==> config.mk <==
export PLATFORM = sky130hd
export DESIGN_NAME = wb_pipe_reg
export DESIGN_NICKNAME = d
export VERILOG_FILES = /design/src/rtl/wb_pipe_reg_pkg.sv /design/src/rtl/wb_fwd_match.sv /design/src/rtl/wb_pipe_reg.sv
export SDC_FILE = /design/constraint.sdc
export NUM_CORES = 1
export LEC_CHECK = 0
export ABC_CLOCK_PERIOD_IN_PS = 1700
export CELL_PAD_IN_SITES_DETAIL_PLACEMENT = 1
export CELL_PAD_IN_SITES_GLOBAL_PLACEMENT = 1
export CORE_UTILIZATION = 31
export CTS_BUF_LIST = sky130_fd_sc_hd__clkbuf_2 sky130_fd_sc_hd__clkbuf_4 sky130_fd_sc_hd__clkbuf_8
export DETAILED_ROUTE_END_ITERATION = 8
export PLACE_DENSITY_LB_ADDON = 0.1
export SLEW_MARGIN = 10
export SYNTH_ARGS = -nofsm -noshare
export SYNTH_HDL_FRONTEND = slang
export SYNTH_SLANG_ARGS = --single-unit
==> constraint.sdc <==
create_clock -name clk_in -period 1.7 [get_ports clk_in]
set_clock_uncertainty 0.2 [all_clocks]
set_input_delay 0.17 -clock clk_in [delete_from_list [all_inputs] [get_ports clk_in]]
set_output_delay 0.17 -clock clk_in [all_outputs]
set_load 0.01 [all_outputs]
==> src/rtl/wb_pipe_reg_pkg.sv <==
// Shared definitions for the writeback pipeline register: reset polarity,
// boolean constants, default bus widths and the x0 capture helper.
package wb_pipe_reg_pkg;

    localparam logic        RstEnable  = 1'b1;
    localparam logic        True       = 1'b1;
    localparam logic        False      = 1'b0;
    localparam int          RegAddrBus = 5;
    localparam int          RegBus     = 32;
    localparam logic [31:0] ZeroWorld  = 32'h0000_0000;

    // Register x0 is hard-wired to zero, so a write aimed at it is dropped
    // at capture time; address and data are kept for observability.
    function automatic logic wb_capture_we(input logic addr_nonzero, input logic we);
        return we & addr_nonzero;
    endfunction

endpackage

==> src/rtl/wb_fwd_match.sv <==
// One forwarding lookup port: compares a lookup address against the two held
// entries and returns the youngest matching write.
module wb_fwd_match
    import wb_pipe_reg_pkg::*;
#(
    parameter int DATA_W = RegBus,
    parameter int ADDR_W = RegAddrBus
) (
    input  logic              i_head_v,
    input  logic [ADDR_W-1:0] i_head_addr,
    input  logic [DATA_W-1:0] i_head_data,
    input  logic              i_head_we,
    input  logic              i_skid_v,
    input  logic [ADDR_W-1:0] i_skid_addr,
    input  logic [DATA_W-1:0] i_skid_data,
    input  logic              i_skid_we,
    input  logic [ADDR_W-1:0] i_lookup_addr,
    output logic              o_hit,
    output logic [DATA_W-1:0] o_data
);

    logic w_head_m;
    logic w_skid_m;
    logic w_addr_nz;

    // Match each entry, then let the younger skid entry win over the head.
    always_comb begin
        w_addr_nz = |i_lookup_addr;
        w_head_m  = i_head_v & i_head_we & (i_head_addr == i_lookup_addr) & w_addr_nz;
        w_skid_m  = i_skid_v & i_skid_we & (i_skid_addr == i_lookup_addr) & w_addr_nz;
        o_hit     = w_head_m | w_skid_m;
        o_data    = DATA_W'(ZeroWorld);
        if (w_skid_m) begin
            o_data = i_skid_data;
        end else if (w_head_m) begin
            o_data = i_head_data;
        end
    end

endmodule

==> src/rtl/wb_pipe_reg.sv <==
// Elastic MEM->WB register: head entry plus optional skid entry with
// valid/ready on both sides, flush, x0 suppression and forwarding lookups.
module wb_pipe_reg
    import wb_pipe_reg_pkg::*;
#(
    parameter int DATA_W    = RegBus,
    parameter int ADDR_W    = RegAddrBus,
    parameter int FWD_PORTS = 2,
    parameter int SKID_EN   = 1
) (
    input  logic                        clk_in,
    input  logic                        rst_in,
    input  logic                        rdy_in,
    input  logic                        flush_in,
    input  logic                        up_valid_in,
    output logic                        up_ready_out,
    input  logic [ADDR_W-1:0]           up_addr_in,
    input  logic [DATA_W-1:0]           up_data_in,
    input  logic                        up_we_in,
    output logic                        dn_valid_out,
    input  logic                        dn_ready_in,
    output logic [ADDR_W-1:0]           dn_addr_out,
    output logic [DATA_W-1:0]           dn_data_out,
    output logic                        dn_we_out,
    input  logic [FWD_PORTS*ADDR_W-1:0] fwd_addr_in,
    output logic [FWD_PORTS-1:0]        fwd_hit_out,
    output logic [FWD_PORTS*DATA_W-1:0] fwd_data_out,
    output logic [1:0]                  occupancy_out
);

    logic              r_head_v;
    logic [ADDR_W-1:0] r_head_addr;
    logic [DATA_W-1:0] r_head_data;
    logic              r_head_we;
    logic              r_skid_v;
    logic [ADDR_W-1:0] r_skid_addr;
    logic [DATA_W-1:0] r_skid_data;
    logic              r_skid_we;

    logic              w_up_ready;
    logic              w_dn_valid;
    logic              w_push;
    logic              w_pop;
    logic              w_cap_we;

    // Handshake qualifiers; rdy_in low masks both sides so nothing transfers.
    always_comb begin
        if (SKID_EN != 0) begin
            w_up_ready = rdy_in & ~r_skid_v;
        end else begin
            w_up_ready = rdy_in & (~r_head_v | dn_ready_in);
        end
        w_dn_valid = rdy_in & r_head_v;
        w_push     = up_valid_in & w_up_ready;
        w_pop      = w_dn_valid & dn_ready_in;
        w_cap_we   = wb_capture_we(|up_addr_in, up_we_in);
    end

    // Entry storage: pop advances skid into head, push fills the first free slot.
    always_ff @(posedge clk_in) begin
        if (rst_in == RstEnable) begin
            r_head_v    <= False;
            r_head_addr <= '0;
            r_head_data <= DATA_W'(ZeroWorld);
            r_head_we   <= False;
            r_skid_v    <= False;
            r_skid_addr <= '0;
            r_skid_data <= DATA_W'(ZeroWorld);
            r_skid_we   <= False;
        end else if (flush_in) begin
            r_head_v <= False;
            r_skid_v <= False;
        end else begin
            if (w_pop) begin
                if (r_skid_v) begin
                    r_head_addr <= r_skid_addr;
                    r_head_data <= r_skid_data;
                    r_head_we   <= r_skid_we;
                    r_skid_v    <= False;
                end else begin
                    r_head_v <= False;
                end
            end
            if (w_push) begin
                if (!r_head_v || (w_pop && !r_skid_v)) begin
                    r_head_v    <= True;
                    r_head_addr <= up_addr_in;
                    r_head_data <= up_data_in;
                    r_head_we   <= w_cap_we;
                end else if (SKID_EN != 0) begin
                    r_skid_v    <= True;
                    r_skid_addr <= up_addr_in;
                    r_skid_data <= up_data_in;
                    r_skid_we   <= w_cap_we;
                end
            end
        end
    end

    assign up_ready_out  = w_up_ready;
    assign dn_valid_out  = w_dn_valid;
    assign dn_addr_out   = r_head_addr;
    assign dn_data_out   = r_head_data;
    assign dn_we_out     = r_head_we;
    assign occupancy_out = {1'b0, r_head_v} + {1'b0, r_skid_v};

    for (genvar k = 0; k < FWD_PORTS; k++) begin : g_fwd
        wb_fwd_match #(
            .DATA_W(DATA_W),
            .ADDR_W(ADDR_W)
        ) u_match (
            .i_head_v      (r_head_v),
            .i_head_addr   (r_head_addr),
            .i_head_data   (r_head_data),
            .i_head_we     (r_head_we),
            .i_skid_v      (r_skid_v),
            .i_skid_addr   (r_skid_addr),
            .i_skid_data   (r_skid_data),
            .i_skid_we     (r_skid_we),
            .i_lookup_addr (fwd_addr_in[k*ADDR_W +: ADDR_W]),
            .o_hit         (fwd_hit_out[k]),
            .o_data        (fwd_data_out[k*DATA_W +: DATA_W])
        );
    end

endmodule

---- Yosys cells after proc, flatten, opt, wreduce, memory -nomap -nowiden ----
Index checks and enable logic that the tools add are counted.
storage, ports and cells
  bits in registers ....................... 78
  memory bits (writable) .................. 0
  output and inout bits ................... 108
  memory bits (read-only) ................. 0
  memories kept ........................... 0
  bits in latches ......................... 0
  input port bits ......................... 54
  word-level logic and storage cells ...... 65
operators by class
  mux-type cells .......................... 23
  add/subtract/negate cells ............... 1
  $lt $le $gt $ge ......................... 0
  eq/ne operators ......................... 4
  reductions and logical operators ........ 9
  bitwise operators ....................... 20
  divide/modulo/power cells ............... 0
  shift operators ......................... 0
  multiply operators ...................... 0
operator list
  kind                 number
  $mux W32             8
  $eq A5 B5 Y1         4
  $mux W5              4
  $and A1 B1 Y1        15
  $reduce_or A5 Y1     3
  $mux W1              11
  $not A1 Y1           3
  $reduce_and A3 Y1    1
  $add A1 B1 Y2        1
  $logic_not A1 Y1     2
  $or A1 B1 Y1         2
  $reduce_or A2 Y1     1
  $logic_and A1 B1 Y1  1
  $logic_or A1 B1 Y1   1

---- Logic depth before layout (Yosys ltp) ----
  depth in word-level cells ............... 6
  mapped depth ............................ 7
  gate-level depth less buffers ........... 4

---- Cells and area by module ----
A second synthesis with hierarchy kept.
unflattened totals
  cell total of the unflattened synthesis .. 547
  area, all modules ....................... 4890.9 µm²
by module, submodules not included
  module        cells an instance  area an instance (µm²)  instances  sequential area each (µm²)
  wb_pipe_reg   363                3054.2                  1          1561.5
  wb_fwd_match  92                 918.4                   2          0.0

---- Worst setup path before layout ----
OpenSTA, ideal clock, no wires.
  path type ............................... register to output
  start point ............................. register r_skid_addr[1]
  end point ............................... output port fwd_data_out[58]
  required time ........................... 1.330 ns
  slack ................................... -0.239 ns
  stages on the path, launching flop included .. 6
  data arrival time ....................... 1.569 ns
  path buffers ............................ 1
  path through ............................ dfxtp_1 xnor2_1 nand3_1 nor3_2 buf_6 mux2_1
on the way
  cells in the longest elaborated chain, start to end .. 4
RTL lines
  element                      RTL line            RTL
  start, declared              wb_pipe_reg.sv:36   logic [ADDR_W-1:0] r_skid_addr;
  start signal, assigned       wb_pipe_reg.sv:92   r_skid_addr <= up_addr_in;
  $eq A5 B5 Y1                 wb_fwd_match.sv:30  w_skid_m = i_skid_v & i_skid_we & (i_skid_addr == i_lookup_addr) & w_addr_nz;
  $and A1 B1 Y1 (2 in series)  wb_fwd_match.sv:30
  $mux W32                     wb_fwd_match.sv:33  if (w_skid_m) begin
  end, declared                wb_pipe_reg.sv:27   output logic [FWD_PORTS*DATA_W-1:0] fwd_data_out,
No other way between the ends.

---- Worst setup path after layout ----
  start point ............................. register r_skid_addr[4]
  end point ............................... output port fwd_data_out[36]
Same word-level chain as after synthesis.

==> results.md <==
- Outcome: complete, but fails checks
- Failing checks: design-rule violations, negative setup slack
- Pwr dens: 428 nW/um^2
- Cell leakage power: 4.01 nW
- Share of cells above drive strength 1: 67.6%
- Async SR Flop Fraction: 0%
- Seq cells post-synth: 78
- RSZ-0062 raised after global routing: true
- Port-buffer cells: 161
- Vias per cell: 6.28
- Synth top area share: between 30 and 40%
- Fillers: 1440
- Grt total ovfl: 0
- Worst vdd ir: 0.404 mV
- Worst Path Class, Setup: flip-flop to output port
- Netlist cell types: 36
- PnR worst setup slack: -0.982 ns
- Crit path max-delay family: buffers and inverters
- Iteration-0 DRC Markers: roughly 480
- Worst endpoint required time: ~1.3 ns
- Final ANT Viol Nets: 0
- CP cell instances: xnor2_2 > nand4_1 > nor3_4 > buf_12 > buf_12 > buf_12 > buf_16 > mux2_4 > buf_6
- H-tree levels: 3
- Ports: between 150 and 200
- Layout Nets: roughly 920
- Number of synthesized flops with an enable pin: 0
- Multi-input gate area: 4570 um^2
- Layout area overhead: 118%
- CP max stage cell: dfxtp_4
- Clock slew at reported path FFs: 0.10 ns
- Antenna Cells: 0
- Final setup TNS: -73.98 ns
- Worst-Skew Late Latency: ~0.40 ns
- Largest area contributor in the netlist: dfxtp_1
- Final hold vios: 0
- Largest net degree at the start of global routing: 77
- Synth Cell Area: around 4700 um^2
- CTS tree: done
- Post-synth top flop: dfxtp_1
- Initial antenna violation count: 1
- Final Setup Violations: 147
- Register area: 1620 um^2
- Most Frequent Cell on Critical Path: buf_12
- Finished Layout Cells: 1051
- Row cnt: 44
- CTS root buf: clkbuf_8
- Max FO, Critical Path: 5
- YS warnings: 0
- Die area: 15700 um^2
- DRT Pass-1 Iters: 7
- Post-DP Area: 7230 um^2
- Worst hold path class: input pin to flip-flop
- Vias in the first global route: 6984
- CTS sink cnt: 78
- Final Cell Area: between 10000 and 15000 um^2
- Register area share after synthesis: 33.2%
- First-pass GRT wire length: 43700 um
- Net count after synthesis: 635
- Most frequent cell after synthesis: nor2_1
- Slew Limit Fails: 0
- Post-synth top cells: nor2_1 (89), dfxtp_1 (78), nand2_1 (77)
- Max Clk Rate: ~370 MHz
- Synth top area cells: dfxtp_1 (33%), mux2_2 (15%), nor4b_1 (8.9%), nor2_1 (7.1%), nand2_1 (6.1%)
- Initial Util: between 30% and 40%
- Total track usage: approximately 37%
- Pwr Total: 4.40 mW
- Worst Tran Pin Value: between 0.6 and 0.7 ns
- Cells after Synth: 580
- Via count of the routed design: 6599
- Placeable core area: 14700 um^2
- Startpoint types: flip-flop
- Clock buffer depth: 2
- Setup crit end kind: output port
- Final min period: 2.68 ns
- Drt wl/cell: 32.4 um
- Die width: 125 um
- Worst Hold Margin: 0.197 ns
- Worst relative slew slack: 59.7%
- MaxCap Viol Count: 0
- HPWL Detailed: 13700 um
- Crit path DAT: 2.31 ns
- Post-Syn Area per Cell: ~8.1 um^2
- DRC violations left: 9
- Die Y-Extent: 125 um
- CTS Buf Count: 9
- RePlAce Congestion: 0.855
- Worst path max stage delay: around 0.39 ns
- Bufs and invs on worst path: 5
- Final WL: ~34000 um
- Final Cycle Share: 158%
- Dpl cells: a little under 1000
## per-layer routing
| metal | up-vias | share of wire, % | global-route usage [%] |
|---|---|---|---|
| li1 | 2642 | - | - |
| met1 | 3334 | 37 | 41.4 |
| met2 | 459 | 50 | 65.5 |
| met3 | 162 | 6.9 | 8.13 |
| met4 | 2 | 6.2 | 20.5 |
| met5 | - | 0.044 | 0 |
## cell families after synthesis
group / after synthesis / synth area share [%]
AND/OR/NAND/NOR: 292 / 33.0
flip-flops: 78 / 33.2
buffers and inverters: 66 / 6.78
multiplexers: 64 / 15.4
AO/OA/AOI/OAI: 59 / 7.71
XOR/XNOR: 20 / 3.72
adder cells (fa/ha/maj): 1 / 0.266
## worst min-delay path, cell delays in order
cell and delay [ns]:
clkdlybuf4s50_1 0.43, nand2_1 0.09, a21oi_2 0.06
## path summary, 6_finish.rpt
| check | startpoint | slack, ns | cells past startpoint | end |
|---|---|---|---|---|
| setup / recovery | r_skid_addr[4] | -0.98 | 9 | fwd_data_out[36] |
| hold / removal | up_data_in[30] | 0.20 | 3 | r_skid_data[30] |
| setup reg to reg | r_skid_v | -0.41 | 8 | dn_data_out[23] |
| hold reg to reg | r_skid_data[17] | 0.33 | 2 | r_skid_data[17] |
## registers in the layout, indices dropped and copies added (netlist names)
name / count
dn_addr_out: 5
dn_data_out: 32
dn_we_out: 1
r_head_v: 1
r_skid_addr: 5
r_skid_data: 32
r_skid_v: 1
r_skid_we: 1
## placed cells by master, fill, tap and decap left out, types with 24 or more instances in the layout
cell type	n
nor4b_2	25
buf_12	32
nor4_2	24
dfxtp_1	52
nor2_4	25
clkdlybuf4s50_1	42
a21oi_2	38
dlygate4sd2_1	39
buf_6	101
buf_4	81
mux2_4	64
nor2_1	60
nand2_4	46
## metrics by stage
| step | worst slack (ns) | utilization, % |
|---|---|---|
| CTS | -0.839 | 65.0 |
| detailed placement | -1.21 | 49.2 |
| global route | -1.02 | 69.8 |
| finish | -0.982 | 69.8 |
| global placement | -1.19 | 49.2 |
| floorplan | -0.144 | - |
## repair_timing
item / in CTS / in global routing
endpoints found under the hold margin: 2 / 0
cloned: 22 / 2
gates resized for setup: 667 / 232
setup buffers: 51 / 25
hold buffers: 1 / 0
pin swaps: 53 / 50
setup endpoints to repair: 177 / 149
## layout make-up
type                            instances  area share [%]
Clock buffer                           12            1.55
Clock inverter                          4           0.293
Sequential cell                        78            15.8
Timing Repair Buffer                  326            35.2
Tap cell                              184            2.24
Inverter                               11           0.402
Multi-Input combinational cell        436            44.6
## power by group
group | internal (mW) | switching [mW] | total [mW]
clock network | 0.634 | 0.824 | 1.46
registers | 1.87 | 0.0690 | 1.93
logic | 0.484 | 0.519 | 1.00
total | 2.98 | 1.41 | 4.40
Note: power is estimated with default switching activity, not from simulation.
